**src/rtl/pipeline_hazard_ctrl_pkg.sv**
```systemverilog
// ---------------------------------------------------------------------------
// pipeline_ctrl_pkg
// Shared definitions for the ID-stage issue controller.
//   REG_COUNT    : number of architectural integer registers
//   REG_IDX_W    : width of a register index
//   ctrl_state_t : controller states (RUN, FLUSH)
//   is_nonzero_reg() : true for any register other than x0
// ---------------------------------------------------------------------------
package pipeline_ctrl_pkg;

  localparam int REG_COUNT = 32;
  localparam int REG_IDX_W = 5;

  typedef enum logic [0:0] {
    RUN   = 1'b0,
    FLUSH = 1'b1
  } ctrl_state_t;

  // x0 is hard-wired to zero, so it never carries a hazard.
  function automatic logic is_nonzero_reg(input logic [REG_IDX_W-1:0] idx);
    return idx != '0;
  endfunction

endpackage

```
**src/rtl/pipeline_hazard_ctrl_if.sv**
```systemverilog
// ---------------------------------------------------------------------------
// pipeline_hazard_ctrl_if
// Bundle between the pipeline datapath (master) and the issue controller
// (slave).
//   ID inputs  : id_valid, id_rs1/id_rs2, id_uses_rs1/id_uses_rs2, id_rd,
//                id_write_back
//   WB inputs  : wb_reg_write, wb_rd
//   EX input   : redirect
//   Outputs    : issue, stall_if_id, bubble_id_ex, flush_if_id, stall_cycles
// ---------------------------------------------------------------------------
interface pipeline_hazard_ctrl_if;
  import pipeline_ctrl_pkg::*;

  logic                 id_valid;
  logic [REG_IDX_W-1:0] id_rs1;
  logic [REG_IDX_W-1:0] id_rs2;
  logic                 id_uses_rs1;
  logic                 id_uses_rs2;
  logic [REG_IDX_W-1:0] id_rd;
  logic                 id_write_back;
  logic                 wb_reg_write;
  logic [REG_IDX_W-1:0] wb_rd;
  logic                 redirect;
  logic                 issue;
  logic                 stall_if_id;
  logic                 bubble_id_ex;
  logic                 flush_if_id;
  logic [31:0]          stall_cycles;

  modport master (
    output id_valid, id_rs1, id_rs2, id_uses_rs1, id_uses_rs2, id_rd,
           id_write_back, wb_reg_write, wb_rd, redirect,
    input  issue, stall_if_id, bubble_id_ex, flush_if_id, stall_cycles
  );

  modport slave (
    input  id_valid, id_rs1, id_rs2, id_uses_rs1, id_uses_rs2, id_rd,
           id_write_back, wb_reg_write, wb_rd, redirect,
    output issue, stall_if_id, bubble_id_ex, flush_if_id, stall_cycles
  );

endinterface

```
**src/rtl/pipeline_hazard_ctrl_scoreboard.sv**
```systemverilog
// ---------------------------------------------------------------------------
// hazard_scoreboard
// Per-register count of in-flight writers. A counter rises when a writer
// issues and falls when its write-back happens; a non-zero count marks the
// register as not yet readable from the register file.
//   clk, rst             : clock, synchronous active-high reset
//   i_inc_en/i_inc_idx   : writer issued to this register
//   i_dec_en/i_dec_idx   : write-back to this register
//   i_rd_a_idx/o_rd_a_busy, i_rd_b_idx/o_rd_b_busy : source busy lookups
//   i_sat_idx/o_sat      : destination counter saturated
// Reads return the value before this cycle's update.
// ---------------------------------------------------------------------------
module hazard_scoreboard
  import pipeline_ctrl_pkg::*;
#(
  parameter int PEND_W = 2
) (
  input  logic                 clk,
  input  logic                 rst,
  input  logic                 i_inc_en,
  input  logic [REG_IDX_W-1:0] i_inc_idx,
  input  logic                 i_dec_en,
  input  logic [REG_IDX_W-1:0] i_dec_idx,
  input  logic [REG_IDX_W-1:0] i_rd_a_idx,
  input  logic [REG_IDX_W-1:0] i_rd_b_idx,
  input  logic [REG_IDX_W-1:0] i_sat_idx,
  output logic                 o_rd_a_busy,
  output logic                 o_rd_b_busy,
  output logic                 o_sat
);

  logic [PEND_W-1:0]    r_pend [REG_COUNT];
  logic [REG_COUNT-1:0] w_inc_hit;
  logic [REG_COUNT-1:0] w_dec_hit;

  // One-hot decode of the increment and decrement targets; x0 is excluded.
  always_comb begin
    w_inc_hit = '0;
    w_dec_hit = '0;
    for (int r = 1; r < REG_COUNT; r++) begin
      w_inc_hit[r] = i_inc_en && is_nonzero_reg(i_inc_idx) &&
                     (i_inc_idx == REG_IDX_W'(r));
      w_dec_hit[r] = i_dec_en && is_nonzero_reg(i_dec_idx) &&
                     (i_dec_idx == REG_IDX_W'(r));
    end
  end

  // Counter update: issue and write-back on the same register cancel out.
  // The decrement floor guards against a stray write-back.
  always_ff @(posedge clk) begin
    if (rst) begin
      for (int r = 0; r < REG_COUNT; r++) begin
        r_pend[r] <= '0;
      end
    end else begin
      for (int r = 1; r < REG_COUNT; r++) begin
        if (w_inc_hit[r] && !w_dec_hit[r]) begin
          r_pend[r] <= r_pend[r] + PEND_W'(1);
        end else if (w_dec_hit[r] && !w_inc_hit[r] && (r_pend[r] != '0)) begin
          r_pend[r] <= r_pend[r] - PEND_W'(1);
        end
      end
    end
  end

  assign o_rd_a_busy = (r_pend[i_rd_a_idx] != '0);
  assign o_rd_b_busy = (r_pend[i_rd_b_idx] != '0);
  assign o_sat       = (r_pend[i_sat_idx] == '1);

  // A write-back must always belong to an issued writer.
  a_no_underflow: assert property (@(posedge clk) disable iff (rst)
    (i_dec_en && is_nonzero_reg(i_dec_idx)) |-> (r_pend[i_dec_idx] != '0));

endmodule

```
**src/rtl/pipeline_hazard_ctrl.sv**
```systemverilog
// ---------------------------------------------------------------------------
// pipeline_hazard_ctrl
// ID-stage issue controller: each cycle the ID instruction issues, stalls
// (RAW or scoreboard-full hazard) or is squashed by a redirect from EX.
//   clk, rst : clock, synchronous active-high reset
//   bus      : pipeline_hazard_ctrl_if.slave (ID/WB/EX inputs, control outs)
// Parameters: PEND_W (in-flight counter width), FLUSH_CYCLES (flush length,
// redirect cycle included).
// Optional macro HAZARD_STALL_CNT_EN enables the stall_cycles counter;
// without it stall_cycles reads 0.
// ---------------------------------------------------------------------------
module pipeline_hazard_ctrl
  import pipeline_ctrl_pkg::*;
#(
  parameter int PEND_W       = 2,
  parameter int FLUSH_CYCLES = 2
) (
  input  logic                   clk,
  input  logic                   rst,
  pipeline_hazard_ctrl_if.slave  bus
);

  localparam int             CNT_W      = (FLUSH_CYCLES > 1) ? $clog2(FLUSH_CYCLES) : 1;
  localparam logic [0:0]     ST_RUN     = RUN;
  localparam logic [0:0]     ST_FLUSH   = FLUSH;
  localparam logic [CNT_W-1:0] FLUSH_LOAD = CNT_W'(FLUSH_CYCLES - 1);

  logic [0:0]       r_state;
  logic [0:0]       w_state_nxt;
  logic [CNT_W-1:0] r_flush_cnt;
  logic [CNT_W-1:0] w_flush_cnt_nxt;

  logic w_rs1_busy;
  logic w_rs2_busy;
  logic w_rd_sat;
  logic w_hazard_raw;
  logic w_hazard_full;
  logic w_issue;
  logic w_stall;
  logic w_bubble;
  logic w_flush;

  hazard_scoreboard #(
    .PEND_W (PEND_W)
  ) u_scoreboard (
    .clk         (clk),
    .rst         (rst),
    .i_inc_en    (w_issue && bus.id_write_back),
    .i_inc_idx   (bus.id_rd),
    .i_dec_en    (bus.wb_reg_write),
    .i_dec_idx   (bus.wb_rd),
    .i_rd_a_idx  (bus.id_rs1),
    .i_rd_b_idx  (bus.id_rs2),
    .i_sat_idx   (bus.id_rd),
    .o_rd_a_busy (w_rs1_busy),
    .o_rd_b_busy (w_rs2_busy),
    .o_sat       (w_rd_sat)
  );

  assign w_hazard_raw  = (bus.id_uses_rs1 && is_nonzero_reg(bus.id_rs1) && w_rs1_busy) ||
                         (bus.id_uses_rs2 && is_nonzero_reg(bus.id_rs2) && w_rs2_busy);
  assign w_hazard_full = bus.id_write_back && is_nonzero_reg(bus.id_rd) && w_rd_sat;

  // Pipeline control decode. Reset forces the pipe into its flushed shape;
  // a redirect beats any stall because the stalled instruction is wrong-path.
  always_comb begin
    w_issue  = 1'b0;
    w_stall  = 1'b0;
    w_bubble = 1'b0;
    w_flush  = 1'b0;
    if (rst || bus.redirect || (r_state == ST_FLUSH)) begin
      w_bubble = 1'b1;
      w_flush  = 1'b1;
    end else begin
      w_issue = bus.id_valid && !w_hazard_raw && !w_hazard_full;
      if (bus.id_valid && !w_issue) begin
        w_stall  = 1'b1;
        w_bubble = 1'b1;
      end
    end
  end

  // Flush sequencing. The redirect cycle is the first flush cycle, so the
  // FLUSH state returns to RUN once the counter has run down to 1 or 0.
  always_comb begin
    w_state_nxt     = r_state;
    w_flush_cnt_nxt = r_flush_cnt;
    if (bus.redirect) begin
      w_state_nxt     = ST_FLUSH;
      w_flush_cnt_nxt = FLUSH_LOAD;
    end else if (r_state == ST_FLUSH) begin
      if (r_flush_cnt <= CNT_W'(1)) begin
        w_state_nxt     = ST_RUN;
        w_flush_cnt_nxt = '0;
      end else begin
        w_flush_cnt_nxt = r_flush_cnt - CNT_W'(1);
      end
    end
  end

  // State and flush counter registers.
  always_ff @(posedge clk) begin
    if (rst) begin
      r_state     <= ST_RUN;
      r_flush_cnt <= '0;
    end else begin
      r_state     <= w_state_nxt;
      r_flush_cnt <= w_flush_cnt_nxt;
    end
  end

  assign bus.issue        = w_issue;
  assign bus.stall_if_id  = w_stall;
  assign bus.bubble_id_ex = w_bubble;
  assign bus.flush_if_id  = w_flush;

`ifdef HAZARD_STALL_CNT_EN
  logic        w_stall_event;
  logic [31:0] r_stall_cnt;

  assign w_stall_event = (r_state == ST_RUN) && bus.id_valid && !w_issue && !bus.redirect;

  // Saturating count of hazard stall cycles, for performance monitoring.
  always_ff @(posedge clk) begin
    if (rst) begin
      r_stall_cnt <= '0;
    end else if (w_stall_event && (r_stall_cnt != '1)) begin
      r_stall_cnt <= r_stall_cnt + 32'd1;
    end
  end

  assign bus.stall_cycles = r_stall_cnt;
`else
  assign bus.stall_cycles = '0;
`endif

endmodule

```
**src/flat_wrapper.sv**
```systemverilog
// flat-port wrapper written by rule: the top's interface ports become plain ports
module pipeline_hazard_ctrl_flat import pipeline_ctrl_pkg::*;
#(
  parameter int PEND_W       = 2,
  parameter int FLUSH_CYCLES = 2
)
  (clk, rst, bus_id_valid, bus_id_rs1, bus_id_rs2, bus_id_uses_rs1, bus_id_uses_rs2, bus_id_rd, bus_id_write_back, bus_wb_reg_write, bus_wb_rd, bus_redirect, bus_issue, bus_stall_if_id, bus_bubble_id_ex, bus_flush_if_id, bus_stall_cycles);
  pipeline_hazard_ctrl_if bus_i ();
  input  logic clk;
  input  logic rst;
  input wire logic [$bits(bus_i.id_valid)-1:0] bus_id_valid;
  input wire logic [$bits(bus_i.id_rs1)-1:0] bus_id_rs1;
  input wire logic [$bits(bus_i.id_rs2)-1:0] bus_id_rs2;
  input wire logic [$bits(bus_i.id_uses_rs1)-1:0] bus_id_uses_rs1;
  input wire logic [$bits(bus_i.id_uses_rs2)-1:0] bus_id_uses_rs2;
  input wire logic [$bits(bus_i.id_rd)-1:0] bus_id_rd;
  input wire logic [$bits(bus_i.id_write_back)-1:0] bus_id_write_back;
  input wire logic [$bits(bus_i.wb_reg_write)-1:0] bus_wb_reg_write;
  input wire logic [$bits(bus_i.wb_rd)-1:0] bus_wb_rd;
  input wire logic [$bits(bus_i.redirect)-1:0] bus_redirect;
  output wire logic [$bits(bus_i.issue)-1:0] bus_issue;
  output wire logic [$bits(bus_i.stall_if_id)-1:0] bus_stall_if_id;
  output wire logic [$bits(bus_i.bubble_id_ex)-1:0] bus_bubble_id_ex;
  output wire logic [$bits(bus_i.flush_if_id)-1:0] bus_flush_if_id;
  output wire logic [$bits(bus_i.stall_cycles)-1:0] bus_stall_cycles;
  assign bus_i.id_valid = bus_id_valid;
  assign bus_i.id_rs1 = bus_id_rs1;
  assign bus_i.id_rs2 = bus_id_rs2;
  assign bus_i.id_uses_rs1 = bus_id_uses_rs1;
  assign bus_i.id_uses_rs2 = bus_id_uses_rs2;
  assign bus_i.id_rd = bus_id_rd;
  assign bus_i.id_write_back = bus_id_write_back;
  assign bus_i.wb_reg_write = bus_wb_reg_write;
  assign bus_i.wb_rd = bus_wb_rd;
  assign bus_i.redirect = bus_redirect;
  assign bus_issue = bus_i.issue;
  assign bus_stall_if_id = bus_i.stall_if_id;
  assign bus_bubble_id_ex = bus_i.bubble_id_ex;
  assign bus_flush_if_id = bus_i.flush_if_id;
  assign bus_stall_cycles = bus_i.stall_cycles;
  pipeline_hazard_ctrl #(.PEND_W(PEND_W), .FLUSH_CYCLES(FLUSH_CYCLES)) u_core (.clk(clk), .rst(rst), .bus(bus_i));
endmodule
```
**config.mk**
```make
export PLATFORM = sky130hd
export DESIGN_NAME = pipeline_hazard_ctrl_flat
export DESIGN_NICKNAME = d
export VERILOG_FILES = /design/src/rtl/pipeline_hazard_ctrl_pkg.sv /design/src/rtl/pipeline_hazard_ctrl_if.sv /design/src/rtl/pipeline_hazard_ctrl_scoreboard.sv /design/src/rtl/pipeline_hazard_ctrl.sv /design/src/flat_wrapper.sv
export SDC_FILE = /design/constraint.sdc
export NUM_CORES = 1
export LEC_CHECK = 0
export CORE_MARGIN = 3
export CORE_UTILIZATION = 55
export CTS_BUF_LIST = sky130_fd_sc_hd__clkbuf_16
export DETAILED_ROUTE_END_ITERATION = 7
export PLACE_DENSITY = 0.88
export SKIP_CTS_REPAIR_TIMING = 1
export SYNTH_ARGS = -nofsm -noshare
export SYNTH_HDL_FRONTEND = slang
export SYNTH_SLANG_ARGS = --single-unit
```
**constraint.sdc**
```tcl
create_clock -name clk -period 9.7 [get_ports clk]
set_input_delay 1.94 -clock clk [delete_from_list [all_inputs] [get_ports clk]]
set_output_delay 1.94 -clock clk [all_outputs]
set_load 0.01 [all_outputs]
```
# [Yosys cells after proc, flatten, opt, wreduce, memory -nomap -nowiden]
# Memory sizes are Yosys's and may differ from the RTL's.
# Cells that the tools add are included.
[totals] out_inout_bits=36 n_memories=1 register_bits=2 mem_bits_rw=64 elab_cells=757 in_bits=28
[mem_list] memory="u_core.u_scoreboard.r_pend" words=32 word_bits=2 read_ports=34 rd_ports_with_merged_regs=0 wr=32 line_no="pipeline_hazard_ctrl_scoreboard.sv:32" text="logic [PEND_W-1:0] r_pend [REG_COUNT];"
[op_classes] n_lt_le_gt_ge=1 bitwise_logic=62 add_sub_neg=63 mux=292 eq_ne=63 reduce_logical=273
[op_table] cell="$mux W1" count=230
[op_table] cell="$logic_and A1 B1 Y1" count=167
[op_table] cell="$eq A5 B5 Y1 const B" count=32
[op_table] cell="$mux W2" count=62
[op_table] cell="$eq A5 B4 Y1 const B" count=16
[op_table] cell="$reduce_bool A2 Y1" count=34
[op_table] cell="$logic_not A1 Y1" count=65
[op_table] cell="$add A2 B1 Y2 const B" count=31
[op_table] cell="$or A1 B1 Y1" count=62
[op_table] cell="$sub A2 B1 Y2 const B" count=31
[op_table] cell="$eq A5 B3 Y1 const B" count=8
[op_table] cell="$eq A5 B2 Y1 const B" count=4
[op_table] cell="$reduce_bool A5 Y1" count=4
[op_table] cell="$eq A5 B1 Y1 const B" count=2
[op_table] cell="$logic_or A1 B1 Y1" count=3
[op_table] cell="$eq A2 B2 Y1 const B" count=1
[op_table] cell="$le A1 B1 Y1 const B" count=1
[op_table] cell="$sub A1 B1 Y1 const B" count=1

# [Logic depth before layout (Yosys ltp)]
[logic_depth] word_depth=19 ltp_mapped=14 mapped_depth_nobuf=8

# [Cells and area by module]
# Synthesis repeated with hierarchy kept, for this count alone.
[hier_totals] cells_unflattened=655 hier_area_um2=5705.5
[by_module_without_submodules] module="hazard_scoreboard" seq_area_each_um2=1861.8 area_each_um2=5313.8 cells_per_inst=605 instances=1
[by_module_without_submodules] module="pipeline_hazard_ctrl" seq_area_each_um2=20.0 area_each_um2=391.6 cells_per_inst=50 instances=1

# [Least setup slack after synthesis]
# No wires, ideal clock.
[synth_path] kind="input port to output port" startpoint="input bus_id_rd[0]" endpoint="output bus_stall_if_id" cell_stages=12 arrival_ns=4.177 setup_slack_ns=3.583 t_required_ns=7.760 n_path_buf=5 path_cell_list="buf_4 -> buf_4 -> nor3_1 -> a2111oi_0 -> nand3_1 -> a2111o_1 -> and3_1 -> buf_4 -> nand2_2 -> buf_2 -> buf_2 -> and3_1"
[synth_between] elab_chain_cells=9 elab_cells_between_ends=11 cone_classes="eq/ne: 1; mux: 2; reduce/logical: 7; memory: 1"
[synth_rtl] element="start: declaration" line_no="flat_wrapper.sv:16" text="input wire logic [$bits(bus_i.id_rd)-1:0] bus_id_rd;"
[synth_rtl] element="$mem_v2 Z32 W2 or $reduce_bool A5 Y1 (tied branches)"
[synth_rtl] element="$eq A2 B2 Y1 or $logic_and A1 B1 Y1 (tied branches)" line_no="pipeline_hazard_ctrl_scoreboard.sv:68, pipeline_hazard_ctrl.sv:62"
[synth_rtl] element="$logic_and A1 B1 Y1 (*)" line_no="pipeline_hazard_ctrl.sv:62" text="assign w_hazard_full = bus.id_write_back && is_nonzero_reg(bus.id_rd) && w_rd_sat;"
[synth_rtl] element="$logic_not A1 Y1 (*)" line_no="pipeline_hazard_ctrl.sv:75" text="w_issue = bus.id_valid && !w_hazard_raw && !w_hazard_full;"
[synth_rtl] element="$logic_and A1 B1 Y1 (*)" line_no="pipeline_hazard_ctrl.sv:75"
[synth_rtl] element="$logic_not A1 Y1 (*)" line_no="pipeline_hazard_ctrl.sv:76" text="if (bus.id_valid && !w_issue) begin"
[synth_rtl] element="$logic_and A1 B1 Y1 (*)" line_no="pipeline_hazard_ctrl.sv:76"
[synth_rtl] element="$mux W1 (*)" line_no="pipeline_hazard_ctrl.sv:76"
[synth_rtl] element="$mux W1 (*)" line_no="pipeline_hazard_ctrl.sv:71" text="if (rst || bus.redirect || (r_state == ST_FLUSH)) begin"
[synth_rtl] element="end: declaration" line_no="flat_wrapper.sv:22" text="output wire logic [$bits(bus_i.stall_if_id)-1:0] bus_stall_if_id;"
# Mark *: on every way between the ends. The rest lies on a longest branch, timed or not.

# [Worst setup path in the final report]
[layout_path] startpoint="input bus_id_rd[1]" endpoint="output bus_stall_if_id"
# Same word-level chain as after synthesis.

==> key figures <==
STA
  – RSZ-0062 raised after global routing: false
  – Slew @ Worst Pin: 1140 ps
  – Period minus WS final: approximately 7800 ps
  – TNS Setup: 0 ps
  – Clk_skew: about 6.5 ps
  – Max-slew violation count: 0
  – Relative slew margins: between 20% and 30%
  – Final Hold Fails: 0
  – Final worst-path cycle share: between 80% and 90%
  – Setup violators final: 0
  – FMAX: ~0.13 GHz
  – Final worst setup slack: around 1900 ps

Drt
  – Wire length per cell: about 25 um
  – Remaining DRCs: 0
  – Router iterations before antenna repair: 6
  – Final wirelength: 21.4 mm
  – ANT nets after route: 0
  – Initial DRC Count: approximately 1000
  – Total number of vias: just over 6000
  – Vias/cell: a little over 7

Floorplanning
  – Die height: 110 um
  – Io pins: 64
  – Initial Util: 57.2%
  – Die area: about 12000 um^2
  – Std-Cell Rows: 37
  – Die Wd: 110 um
  – Core ar.: about 10000 um^2

Yosys
  – Leading area contributor after synthesis: edfxtp_1
  – Synth Warn #: 0
  – Top FF cell, synth: edfxtp_1
  – Mapped Area: 5950 um^2
  – Post-synthesis sequential area ratio: 31.6%
  – Synth top area cells: edfxtp_1 31%, mux4_2 5.7%, nor2_1 5.5%
  – Syn_area_per_cell: 8.40 um^2
  – Post-synth top area share: between 30 and 40%
  – EDFF count, synth: slightly above 60
  – Gate Count Post-Synth: a little over 700
  – Yosys cell types: 72
  – Post-synthesis async set-or-reset flop share: 0%
  – #FFs+latches synth: 63

Final layout
  – P&R area growth vs syn: 8.11%
  – Post-Layout Cell Count: 854
  – Nets: 742
  – Design area: 6440 um^2
  – Ant. Diodes: 0
  – Layout cell share with drive strength beyond 1: 7.94%

CTS
  – Htree depth: 3
  – TritonCTS clock tree: built
  – Worst-case clock buffer depth: 2
  – TritonCTS Sinks: 63
  – TritonCTS buffer count: 9
  – Root Buffer: clkbuf_16
  – Clock transition at the registers of the reported paths: around 60 ps
  – Later-pin clock latency in the skew report: 340 ps

Place
  – Post-Place Worst Slack: just over 2000 ps
  – RD Place Congestion: between 1 and 1.5
  – Post-Place Cells: 838
  – Port bufs: 31
  – DP Wirelength: roughly 16 mm
  – Dpl cell area: about 6200 um^2

GRT
  – Initial antenna violation count: 0
  – Total global-route track usage: 35.6%
  – Largest net degree at the start of global routing: 52
  – Number of global-route vias before repair: 5757
  – GRT Residual Overflow: 0
  – First-pass GRT wire length: around 32 mm

Critical path
  – Largest stage delay, worst path: ~860 ps
  – Critical Path Source Type: input port
  – CP Capture Type: primary output
  – Crit path DAT: 5880 ps
  – CP max FO: 21
  – WP data required: ~7800 ps
  – Setup CP Type: in2out
  – Crit path cell chain: clkdlybuf4s50_1 > nor2b_1 > a221o_1 > nand3_1 > a2111o_1 > and3_1 > nand2_2 > and3_1 > clkdlybuf4s50_1
  – Slowest cell on the critical path: clkdlybuf4s50_1
  – Reg2Reg Setup Slack: approximately 5300 ps

Power and ir drop
  – PD cells: approximately 130 nW/um^2
  – Peak VDD IR: just under 0.00007 V
  – Power Total: 0.000825 W
  – Pleak: ~2.2 nW

Job
  – Max Cap Viol: 0

Min path
  – Hold crit path type: reg2reg

Run status
  – Status: complete, no violations
## area by class of cell
class                      instances  area, um^2
clock buffer                       9         225
clock inverter                     7        56.3
fill                             905        3980
inverter                           8        30.0
multi-input combinational        596        3740
sequential                        63        1880
tap                              136         170
timing repair buffer              35         335
## power by group
group / internal, W / switching (W)
registers: 0.000317 / 0.0000201
logic: 0.0000585 / 0.000112
clock network: 0.000194 / 0.000123
## routing by layer
metal,vias up,share of wire [%],track usage [%]
li1,2657,-,-
met1,2920,38,48.9
met2,526,43,52.2
met3,93,14,9.44
met4,0,4.3,16.7
met5,-,0,0
## cells in the mapped netlist (3+ instances only)
cell,count
a311oi_1,3
or2_2,5
nand3_1,53
nor4b_1,3
a21oi_1,34
or4_1,5
o21ba_2,5
nor3_1,30
o21ai_0,22
o311ai_0,3
a211o_1,4
buf_4,37
and3_1,5
a31oi_1,11
xnor2_1,8
mux2_2,5
a221oi_1,3
clkbuf_1,28
o211ai_1,7
o41ai_1,3
or2_1,4
mux2i_1,13
mux4_2,15
nor3b_1,4
a41o_1,3
edfxtp_1,62
xor2_1,12
nand2b_1,20
buf_2,6
nand4_1,22
o31ai_1,5
a2111oi_0,3
inv_1,7
a22o_1,4
nand2_1,57
nor2b_1,17
nor2_1,87
nor4_1,20
and2_1,8
a211oi_1,8
a31o_2,6
or3_1,8
nand3b_1,7
## metrics by stage
stage               hold slack [ps]  utilization [%]
detailed placement              575             59.1
floorplan                       547                -
global route                    609             61.8
finish                          582             61.8
global placement                562             59.1
CTS                             582             61.8
## registers in the layout, summed over array words and instances, names as in the netlist
name,flops
u_core.r_state,1
u_core.u_scoreboard.r_pend,62
## critical path, delay by kind of cell
| kind | cells | cell delay (ps) |
|---|---|---|
| AO/OA/AOI/OAI | 2 | 770 |
| buffers and inverters | 2 | 1390 |
| AND/OR/NAND/NOR | 5 | 1770 |
## path summary, 6_finish.rpt
path	startpoint	to	cells after the start
min	u_core.u_scoreboard.r_pend[30][0]$_SDFFCE_PP0P_	u_core.u_scoreboard.r_pend[30][0]$_SDFFCE_PP0P_	1
min reg2reg	u_core.u_scoreboard.r_pend[30][0]$_SDFFCE_PP0P_	u_core.u_scoreboard.r_pend[30][0]$_SDFFCE_PP0P_	1
max	bus_id_rd[1]	bus_stall_if_id	9
max reg2reg	u_core.u_scoreboard.r_pend[21][0]$_SDFFCE_PP0P_	u_core.u_scoreboard.r_pend[2][0]$_SDFFCE_PN0P_	8
## cells in the final DEF, fill, tap and decap left out, types with 6 or more instances in the layout
| cell | count |
|---|---|
| nor2_1 | 87 |
| edfxtp_1 | 62 |
| nand2_1 | 57 |
| nand3_1 | 53 |
| a21oi_1 | 34 |
| conb_1 | 32 |
| nor3_1 | 30 |
| clkdlybuf4s50_1 | 30 |
| nand4_1 | 22 |
| o21ai_0 | 22 |
| nand2b_1 | 20 |
| nor4_1 | 20 |
| nor2b_1 | 17 |
| mux4_2 | 15 |
| mux2i_1 | 13 |
| xor2_1 | 12 |
| a31oi_1 | 11 |
| inv_1 | 9 |
| clkbuf_16 | 9 |
| and2_1 | 8 |
| a211oi_1 | 8 |
| or3_1 | 8 |
| xnor2_1 | 8 |
| nand3b_1 | 7 |
| o211ai_1 | 7 |
| a31o_2 | 6 |
## kinds of logic (layout without fill, tap and decap cells)
| kind of cell | count (synthesis) | in the layout | share of synthesized area [%] |
|---|---|---|---|
| simple gates | 362 | 362 | 31.0 |
| compound gates | 148 | 148 | 17.8 |
| buf+inv | 81 | 59 | 7.57 |
| flops | 63 | 63 | 31.6 |
| mux | 33 | 33 | 8.81 |
| xor+xnor | 20 | 20 | 2.94 |
| fa+ha+maj | 1 | 1 | 0.210 |
| other cells | 1 | 32 | 0.0630 |
(Power assumes the default switching activity.)
